`src/rtl/imem_loader.sv`:
```
// Boot-time instruction memory loader: collects a length-prefixed little-endian byte
// image, writes 32-bit words to the instruction memory and releases the CPU on a good checksum.
module imem_loader #(
    parameter int unsigned MEM_SIZE  = 256,
    parameter logic [31:0] BASE_ADDR = 32'h0000_0000
) (
    input  logic        clk,
    input  logic        resetn,
    input  logic        start,
    input  logic [7:0]  rx_data,
    input  logic        rx_valid,
    output logic        rx_ready,
    output logic        wr_en,
    output logic [31:0] wr_addr,
    output logic [31:0] wr_data,
    output logic [15:0] word_count,
    output logic        busy,
    output logic        done,
    output logic        error,
    output logic        cpu_resetn
);

    localparam int unsigned LEN_W = 16;
    localparam int unsigned CMP_W = LEN_W + 1;

    typedef enum logic [2:0] {
        S_IDLE,
        S_LEN_LO,
        S_LEN_HI,
        S_DATA,
        S_CSUM,
        S_DONE,
        S_ERROR
    } state_t;

    state_t             r_state, w_state;
    logic [LEN_W-1:0]   r_len, w_len;
    logic [1:0]         r_byte_idx, w_byte_idx;
    logic [23:0]        r_shift, w_shift;
    logic [7:0]         r_csum, w_csum;
    logic               r_rx_ready, w_rx_ready;
    logic               r_wr_en, w_wr_en;
    logic [31:0]        r_wr_addr, w_wr_addr;
    logic [31:0]        r_wr_data, w_wr_data;
    logic [LEN_W-1:0]   r_word_count, w_word_count;
    logic               r_busy, w_busy;
    logic               r_done, w_done;
    logic               r_error, w_error;
    logic               r_cpu_resetn, w_cpu_resetn;
    logic               w_hs;
    logic [LEN_W-1:0]   w_len_full;

    assign w_hs       = rx_valid && r_rx_ready;
    assign w_len_full = {rx_data, r_len[7:0]};

    // Next-state and next-output logic; every output is registered below.
    always_comb begin
        w_state      = r_state;
        w_len        = r_len;
        w_byte_idx   = r_byte_idx;
        w_shift      = r_shift;
        w_csum       = r_csum;
        w_wr_en      = 1'b0;
        w_wr_addr    = r_wr_addr;
        w_wr_data    = r_wr_data;
        w_word_count = r_word_count;
        w_busy       = r_busy;
        w_done       = r_done;
        w_error      = r_error;
        w_cpu_resetn = r_cpu_resetn;

        case (r_state)
            S_IDLE, S_DONE, S_ERROR: begin
                if (start) begin
                    w_state      = S_LEN_LO;
                    w_busy       = 1'b1;
                    w_done       = 1'b0;
                    w_error      = 1'b0;
                    w_word_count = '0;
                    w_csum       = '0;
                    w_byte_idx   = '0;
                    w_cpu_resetn = 1'b0;
                end
            end
            S_LEN_LO: begin
                if (w_hs) begin
                    w_len[7:0] = rx_data;
                    w_state    = S_LEN_HI;
                end
            end
            S_LEN_HI: begin
                if (w_hs) begin
                    w_len = w_len_full;
                    if (CMP_W'(w_len_full) > CMP_W'(MEM_SIZE)) begin
                        w_state      = S_ERROR;
                        w_busy       = 1'b0;
                        w_error      = 1'b1;
                        w_cpu_resetn = 1'b0;
                    end else if (w_len_full == '0) begin
                        w_state = S_CSUM;
                    end else begin
                        w_state = S_DATA;
                    end
                end
            end
            S_DATA: begin
                if (w_hs) begin
                    w_csum = r_csum + rx_data;
                    if (r_byte_idx == 2'd3) begin
                        // Fourth byte completes the word; the write fires from the register next cycle.
                        w_wr_en      = 1'b1;
                        w_wr_data    = {rx_data, r_shift};
                        w_wr_addr    = BASE_ADDR + 32'({r_word_count, 2'b00});
                        w_word_count = r_word_count + 16'd1;
                        w_byte_idx   = 2'd0;
                        if (w_word_count == r_len) begin
                            w_state = S_CSUM;
                        end
                    end else begin
                        w_shift[8*r_byte_idx +: 8] = rx_data;
                        w_byte_idx                 = r_byte_idx + 2'd1;
                    end
                end
            end
            S_CSUM: begin
                if (w_hs) begin
                    w_busy = 1'b0;
                    if (rx_data == r_csum) begin
                        w_state      = S_DONE;
                        w_done       = 1'b1;
                        w_cpu_resetn = 1'b1;
                    end else begin
                        w_state      = S_ERROR;
                        w_error      = 1'b1;
                        w_cpu_resetn = 1'b0;
                    end
                end
            end
            default: begin
                w_state = S_IDLE;
            end
        endcase

        w_rx_ready = (w_state == S_LEN_LO) || (w_state == S_LEN_HI) ||
                     (w_state == S_DATA)   || (w_state == S_CSUM);
    end

    // State and output registers.
    always_ff @(posedge clk or negedge resetn) begin
        if (!resetn) begin
            r_state      <= S_IDLE;
            r_len        <= '0;
            r_byte_idx   <= '0;
            r_shift      <= '0;
            r_csum       <= '0;
            r_rx_ready   <= 1'b0;
            r_wr_en      <= 1'b0;
            r_wr_addr    <= '0;
            r_wr_data    <= '0;
            r_word_count <= '0;
            r_busy       <= 1'b0;
            r_done       <= 1'b0;
            r_error      <= 1'b0;
            r_cpu_resetn <= 1'b0;
        end else begin
            r_state      <= w_state;
            r_len        <= w_len;
            r_byte_idx   <= w_byte_idx;
            r_shift      <= w_shift;
            r_csum       <= w_csum;
            r_rx_ready   <= w_rx_ready;
            r_wr_en      <= w_wr_en;
            r_wr_addr    <= w_wr_addr;
            r_wr_data    <= w_wr_data;
            r_word_count <= w_word_count;
            r_busy       <= w_busy;
            r_done       <= w_done;
            r_error      <= w_error;
            r_cpu_resetn <= w_cpu_resetn;
        end
    end

    assign rx_ready   = r_rx_ready;
    assign wr_en      = r_wr_en;
    assign wr_addr    = r_wr_addr;
    assign wr_data    = r_wr_data;
    assign word_count = r_word_count;
    assign busy       = r_busy;
    assign done       = r_done;
    assign error      = r_error;
    assign cpu_resetn = r_cpu_resetn;

endmodule

```
`config.mk`:
```
export PLATFORM = sky130hd
export DESIGN_NAME = imem_loader
export DESIGN_NICKNAME = d
export VERILOG_FILES = /design/src/rtl/imem_loader.sv
export SDC_FILE = /design/constraint.sdc
export NUM_CORES = 1
export LEC_CHECK = 0
export ABC_AREA = 1
export CAP_MARGIN = 20
export CORE_ASPECT_RATIO = 2
export CORE_MARGIN = 2
export CORE_UTILIZATION = 50
export CTS_CLUSTER_SIZE = 20
export DETAILED_ROUTE_END_ITERATION = 10
export PLACE_DENSITY = 0.75
export SYNTH_ARGS = -nofsm -noshare
export SYNTH_HDL_FRONTEND = slang
export SYNTH_SLANG_ARGS = --single-unit
```
`constraint.sdc`:
```
create_clock -name clk -period 4.9 [get_ports clk]
set_clock_uncertainty 0.05 [all_clocks]
set_input_delay 1.225 -clock clk [delete_from_list [all_inputs] [get_ports clk]]
set_output_delay 1.225 -clock clk [all_outputs]
set_load 0.05 [all_outputs]
```
==> impl_metrics.yaml, run 1 <==
logic_synthesis:
  syn-cell-area_um2: 6060
  yosysTopAreaCell: "dfrtp_1"
  synth_seq_cells: 123
  yosysTopAreaCellShare_pct: 50.8
  yosysUniqueCellTypes: 37
  ys.warnings.count: 0
  syn_area_per_cell_um2: 8.32
  ys_seq_area_share_pct: 50.8
  synth_area_leaders: "dfrtp_1 (51%), nand2_1 (11%), o21ai_0 (8.6%)"
  synthCells: 728
layout:
  finalInstanceArea_um2: 7560
  diodes: 0
  area_growth_pct: 24.8
  drive_gt1_share_pct: 8.46
  nets: 840
cts:
  root_buffer: "clkbuf_16"
  ctsHoldBuffers: 0
  cts_max_level: 4
  cts_made_buffers: 17
  clockBufferDepth: 2
  post-cts-setup-buffer-count: 0
  clock-sinks: 123
  path_clk_slew_ns: 0.06
  cts_tree: "yes"
  ctsResizeCount: 0
  clock_latency_ns: 0.42
setup_path:
  path_class: "in2reg"
  arrival_ns: 3.48
  path_max_fanout: 16
  cp.required_ns: 5.11
  critPathCaptureType: "flop"
  rr_endpoint: "word_count[6]$_DFFE_PN0P_"
  cp-start-kind: "primary input"
  r2r-start: "r_state[1]$_DFF_PN0_"
  r2r_slack_ns: 2.29
  r2r_cells: 7
die:
  row_count: 56
  start_util_pct: 51.5
  die-area_um2: 13100
  io_pins: 98
  core-area_um2: 11800
  die_x_um: 81.8
  die_h_um: 160
sta:
  slew_headroom_pct: 38.3
  holdWs_ns: 0.431
  period_minus_slack_ns: 3.28
  fin_crit_sh_pct: 66.9
  rsz0062_at_grt: "false"
  fmax_mhz: 305
  worst_pin_slew_ns: 0.925
  setup_tns_ns: 0
  finalMaxSlewViolations: 0
  hold_viol_final: 0
  finalWorstSetupSlack_ns: 1.62
  finalSetupViolCount: 0
detailed_routing:
  routed_wirelength_um: 16500
  ant_nets: 0
  vias_per_cell: 5.56
  drc_errors: 0
  drt_first_iter_violations: 267
  wl_per_cell_um: 17.0
  firstDrtPassIters: 6
  vias: 5408
status:
  status: "finished, final reports clean"
power_and_ir_drop:
  leakage_nw: 3.55
  p_per_area_nw_per_um2: 595
  vdd_drop_max_uv: 445
  p_total_mw: 4.49
placement:
  dpl_cell_area_um2: 6940
  pre_cts_ws_ns: 1.28
  io_buffers: 81
  hpwl_um: 12000
  place_congestion: 0.889
grt:
  grt-ovfl-total: 0
  antenna_found_initial: 0
  grt_pass1_wl_um: 26900
  grt_start_max_net_pins: 61
  grt_usage_pct: 27.2
  grt_pass1_vias: 5543
worst_hold_path:
  holdPathStages: 2
  hold_end: "wr_data[20]$_DFFE_PN0P_"
  hold_path.class: "reg2reg"
  holdCritStartpoint: "wr_data[20]$_DFFE_PN0P_"
job:
  maxCapViolCount: 0
## worst max-delay path: stages
cell             delay (ns)
clkdlybuf4s50_1        0.46
nand2_1                0.14
inv_2                  0.17
nand2_2                0.19
inv_2                  0.20
o21ai_2                0.18
a21oi_2                0.72
o21ai_0                0.20
## synthesized netlist by cell type, drive strengths merged
cell and instances:
o21a 1, or2 3, o211ai 1, a32o 3, a21oi 7, dfrtp 123
buf 26, nand3b 4, ha 13, nor2 53, clkinv 1, xnor3 1
inv 93, fa 1, nand3 70, o22ai 11, nand4 10, conb 1
nor3 4, xor2 3, nor4 2, o21ai 105, nand2 177, a22o 1
a221oi 1, clkbuf 8, o21bai 2, nor3b 3
## kinds of logic after synthesis
kind of cell,after synthesis,synth area share (%)
AO/OA/AOI/OAI,132,11.8
XOR/XNOR,4,0.806
adder cells (fa/ha/maj),14,3.02
buffers and inverters,128,9.13
flip-flops,123,50.8
other,1,0.0619
AND/OR/NAND/NOR,326,24.4
## cells in the final DEF (no fill, tap or decap), drive strengths merged, types with 2 or more instances in the layout
cell	instances
clkdlybuf4s50	80
nand2	177
nor3b	3
clkinvlp	4
o21bai	2
dfrtp	123
nor2	53
nor3	4
nor4	2
a32o	3
ha	13
bufinv	3
clkinv	5
nand4	10
inv	95
or2	3
nand3	70
o21ai	105
clkbuf	19
o22ai	11
xor2	3
a21oi	7
conb	16
buf	6
nand3b	4
## area by class of cell
cell class,count,area (um2)
multi-input cells,492,2480
inverters,94,353
clock buffers,19,453
clock inverters,13,165
fillers,1002,4210
repair buffers,86,846
well taps,145,181
flip-flops and latches,123,3080
## registers in the layout (all words and copies together), names as in the netlist
| register | cells |
|---|---|
| wr_en | 1 |
| error | 1 |
| r_len | 16 |
| busy | 1 |
| rx_ready | 1 |
| r_csum | 8 |
| done | 1 |
| r_byte_idx | 2 |
| r_state | 3 |
| cpu_resetn | 1 |
| wr_data | 32 |
| r_shift | 24 |
| wr_addr | 16 |
| word_count | 16 |
## how the worst max path moves through the flow
stage	start	endpoint	slack [ns]	depth (start not counted)
floorplan	rx_data[0]	r_csum[6]$_DFFE_PN0P_	2.20	10
global placement	rx_valid	wr_data[25]$_DFFE_PN0P_	1.30	9
detailed placement	rx_valid	word_count[8]$_DFFE_PN0P_	1.28	8
CTS	rx_valid	word_count[6]$_DFFE_PN0P_	1.71	8
global route	rx_valid	word_count[8]$_DFFE_PN0P_	1.52	8
finish	rx_valid	word_count[6]$_DFFE_PN0P_	1.62	8
## report_power, final
| group | leakage [nW] | total [mW] | internal (mW) | switching [mW] |
|---|---|---|---|---|
| Combinational | 1.68 | 1.67 | 0.523 | 1.14 |
| Clock | 0.292 | 1.31 | 0.828 | 0.478 |
| Sequential | 1.57 | 1.52 | 1.32 | 0.199 |
## through the flow
stage                     util (%)  std cells
after floorplan                  -        743
after global placement        59.0        940
after detailed placement      59.0        940
after CTS                     64.2        972
after global routing          64.2        972
final                         64.2        972
## routing by layer
layer / track usage (%) / up-vias / wire [um]
met2: 47.0 / 231 / 9000
met1: 29.0 / 2597 / 5740
met4: 17.4 / 0 / 949
met5: 0 / - / 0
met3: 5.31 / 71 / 817
li1: - / 2509 / -
No activity file was read; power rests on OpenSTA's default activity.
==> inputs of run 2 (changes only) <==
--- a/config.mk
+++ b/config.mk
@@ -9,10 +9,10 @@
 export CAP_MARGIN = 20
 export CORE_ASPECT_RATIO = 2
 export CORE_MARGIN = 2
-export CORE_UTILIZATION = 50
+export CORE_UTILIZATION = 49
 export CTS_CLUSTER_SIZE = 20
 export DETAILED_ROUTE_END_ITERATION = 10
-export PLACE_DENSITY = 0.75
+export PLACE_DENSITY = 0.77
 export SYNTH_ARGS = -nofsm -noshare
 export SYNTH_HDL_FRONTEND = slang
 export SYNTH_SLANG_ARGS = --single-unit
==> constraint.sdc (replaced) <==
create_clock -name clk -period 2.99 [get_ports clk]
set_clock_uncertainty 0.05 [all_clocks]
set_input_delay 0.7475 -clock clk [delete_from_list [all_inputs] [get_ports clk]]
set_output_delay 0.7475 -clock clk [all_outputs]
set_load 0.05 [all_outputs]
==> run 2 against run 1 <==
Against the previous run:
- utilization decreased by 1.2 points
- non-clock buffer count increased by 10
- register-to-register slack got worse by 1.8 ns
- clock-buffer cell count unchanged
- critical endpoint is now r_csum[7]$_DFFE_PN0P_
==> impl_metrics.yaml, run 2 (synthesized netlist as in run 1, its figures left out) <==
status:
  status: "finished, final reports clean"
detailed_routing:
  vias_per_cell: 5.40
  vias: 5310
  routed_wirelength_um: 15800
  drt_first_iter_violations: 244
  drc_errors: 0
  wl_per_cell_um: 16.1
  firstDrtPassIters: 8
  ant_nets: 0
cts:
  path_clk_slew_ns: 0.06
  ctsHoldBuffers: 0
  ctsResizeCount: 0
  cts_tree: "yes"
  cts_max_level: 4
  clock_latency_ns: 0.42
  post-cts-setup-buffer-count: 0
  clock-sinks: 123
  root_buffer: "clkbuf_16"
  clockBufferDepth: 2
  cts_made_buffers: 17
die:
  die_h_um: 161
  row_count: 57
  io_pins: 98
  start_util_pct: 50.0
  die_x_um: 82.6
  die-area_um2: 13300
  core-area_um2: 12100
sta:
  finalSetupViolCount: 0
  worst_pin_slew_ns: 0.869
  finalMaxSlewViolations: 0
  fin_crit_sh_pct: 86.3
  fmax_mhz: 387
  setup_tns_ns: 0
  hold_viol_final: 0
  finalWorstSetupSlack_ns: 0.408
  rsz0062_at_grt: "false"
  slew_headroom_pct: 42.1
  period_minus_slack_ns: 2.58
  holdWs_ns: 0.318
setup_path:
  r2r_slack_ns: 0.54
  r2r-start: "word_count[0]$_DFFE_PN0P_"
  critical_path_buf_inv_count: 1
  cp-endpoint: "r_csum[7]$_DFFE_PN0P_"
  slowest_delay_ns: 0.52
  crit_family: "simple AND/OR/NAND/NOR gates"
  path_class: "in2reg"
  crit_slowest_cell: "clkdlybuf4s50_1"
  path_cells: "clkdlybuf4s50_1, ha_1, nand3_1, nand3_1, nand2_1, nand2_1, a21oi_1, or2_2, nand2_1, a21oi_1, nand2_1, nand2_1, o21ai_0"
  crit_start: "rx_data[1]"
  path_max_fanout: 4
  r2r_cells: 17
  critPathCaptureType: "flop"
  cp-start-kind: "primary input"
  worst-path-stages: 13
  cpMostUsedCell: "nand2_1"
  rr_endpoint: "rx_ready$_DFF_PN0_"
  arrival_ns: 2.83
  cp.required_ns: 3.24
worst_hold_path:
  hold_path.class: "in2async"
placement:
  place_congestion: 0.932
  pre_cts_ws_ns: 0.0237
  io_buffers: 81
  dpl_cell_area_um2: 7070
  dpl.cell_count: 952
  hpwl_um: 11900
layout:
  nets: 850
  drive_gt1_share_pct: 9.56
  largest_reg_flops: 32
  most-common-layout-cells: "nand2_1 (172), dfrtp_1 (123), o21ai_0 (104), inv_1 (89), clkdlybuf4s50_1 (80)"
  final_util_pct: 63.0
  diodes: 0
  finalInstanceArea_um2: 7640
  mostFrequentLayoutCell: "nand2_1"
  final_cells: 984
  area_growth_pct: 26.1
power_and_ir_drop:
  vdd_drop_max_uv: 625
  p_total_mw: 7.20
  leakage_nw: 3.59
  p_per_area_nw_per_um2: 942
grt:
  grt_pass1_wl_um: 25800
  antenna_found_initial: 0
  grt_usage_pct: 25.8
  grt_start_max_net_pins: 53
  grt-ovfl-total: 0
  grt_pass1_vias: 5478
job:
  maxCapViolCount: 0
## run 2: worst min path at each step
stage,from,endpoint,cells after the start
after floorplan,resetn,busy$_DFFE_PN0P_,0
after global placement,wr_addr[11]$_DFFE_PN0P_,wr_addr[11]$_DFFE_PN0P_,2
after detailed placement,wr_addr[10]$_DFFE_PN0P_,wr_addr[10]$_DFFE_PN0P_,2
after CTS,resetn,wr_data[30]$_DFFE_PN0P_,1
after global routing,resetn,wr_data[15]$_DFFE_PN0P_,1
final,resetn,wr_addr[3]$_DFFE_PN0P_,1
## run 2: per-layer routing
| metal | GRT usage [%] | routed length [um] | vias to the layer above | part of all wire, % |
|---|---|---|---|---|
| li1 | - | - | 2533 | - |
| met1 | 25.9 | 5480 | 2521 | 35 |
| met2 | 45.5 | 8780 | 195 | 55 |
| met3 | 5.53 | 648 | 61 | 4.1 |
| met4 | 17.1 | 913 | 0 | 5.8 |
| met5 | 0 | 0 | - | 0 |
## run 2: area by class of cell
| type | instances | area [um2] |
|---|---|---|
| clock buffer | 19 | 453 |
| clock inverter | 13 | 119 |
| fill | 1063 | 4480 |
| inverter | 94 | 353 |
| multi-input combinational | 492 | 2480 |
| sequential | 123 | 3080 |
| tap | 147 | 184 |
| timing repair buffer | 96 | 971 |
## run 2: worst reg2reg max path, cell delays in order (launching register included)
cell	delay (ns)
dfrtp_1	0.47
ha_1	0.28
nand2_1	0.18
nor2_4	0.08
nand2_2	0.10
clkinv_1	0.13
nand2_1	0.10
nand2_1	0.07
nand2_1	0.09
nand2_1	0.05
nand2_1	0.05
nand2_1	0.09
nor2_1	0.17
nand3_1	0.12
nand2_2	0.10
nand3_2	0.07
nor2_1	0.09
nor2_1	0.05
## run 2: report_power, final
group	total, mW	leakage, nW	switching [mW]	internal, mW
clock	1.96	0.260	0.773	1.19
sequential	2.48	1.57	0.314	2.17
combinational	2.76	1.76	1.87	0.890
total	7.20	3.59	2.96	4.24
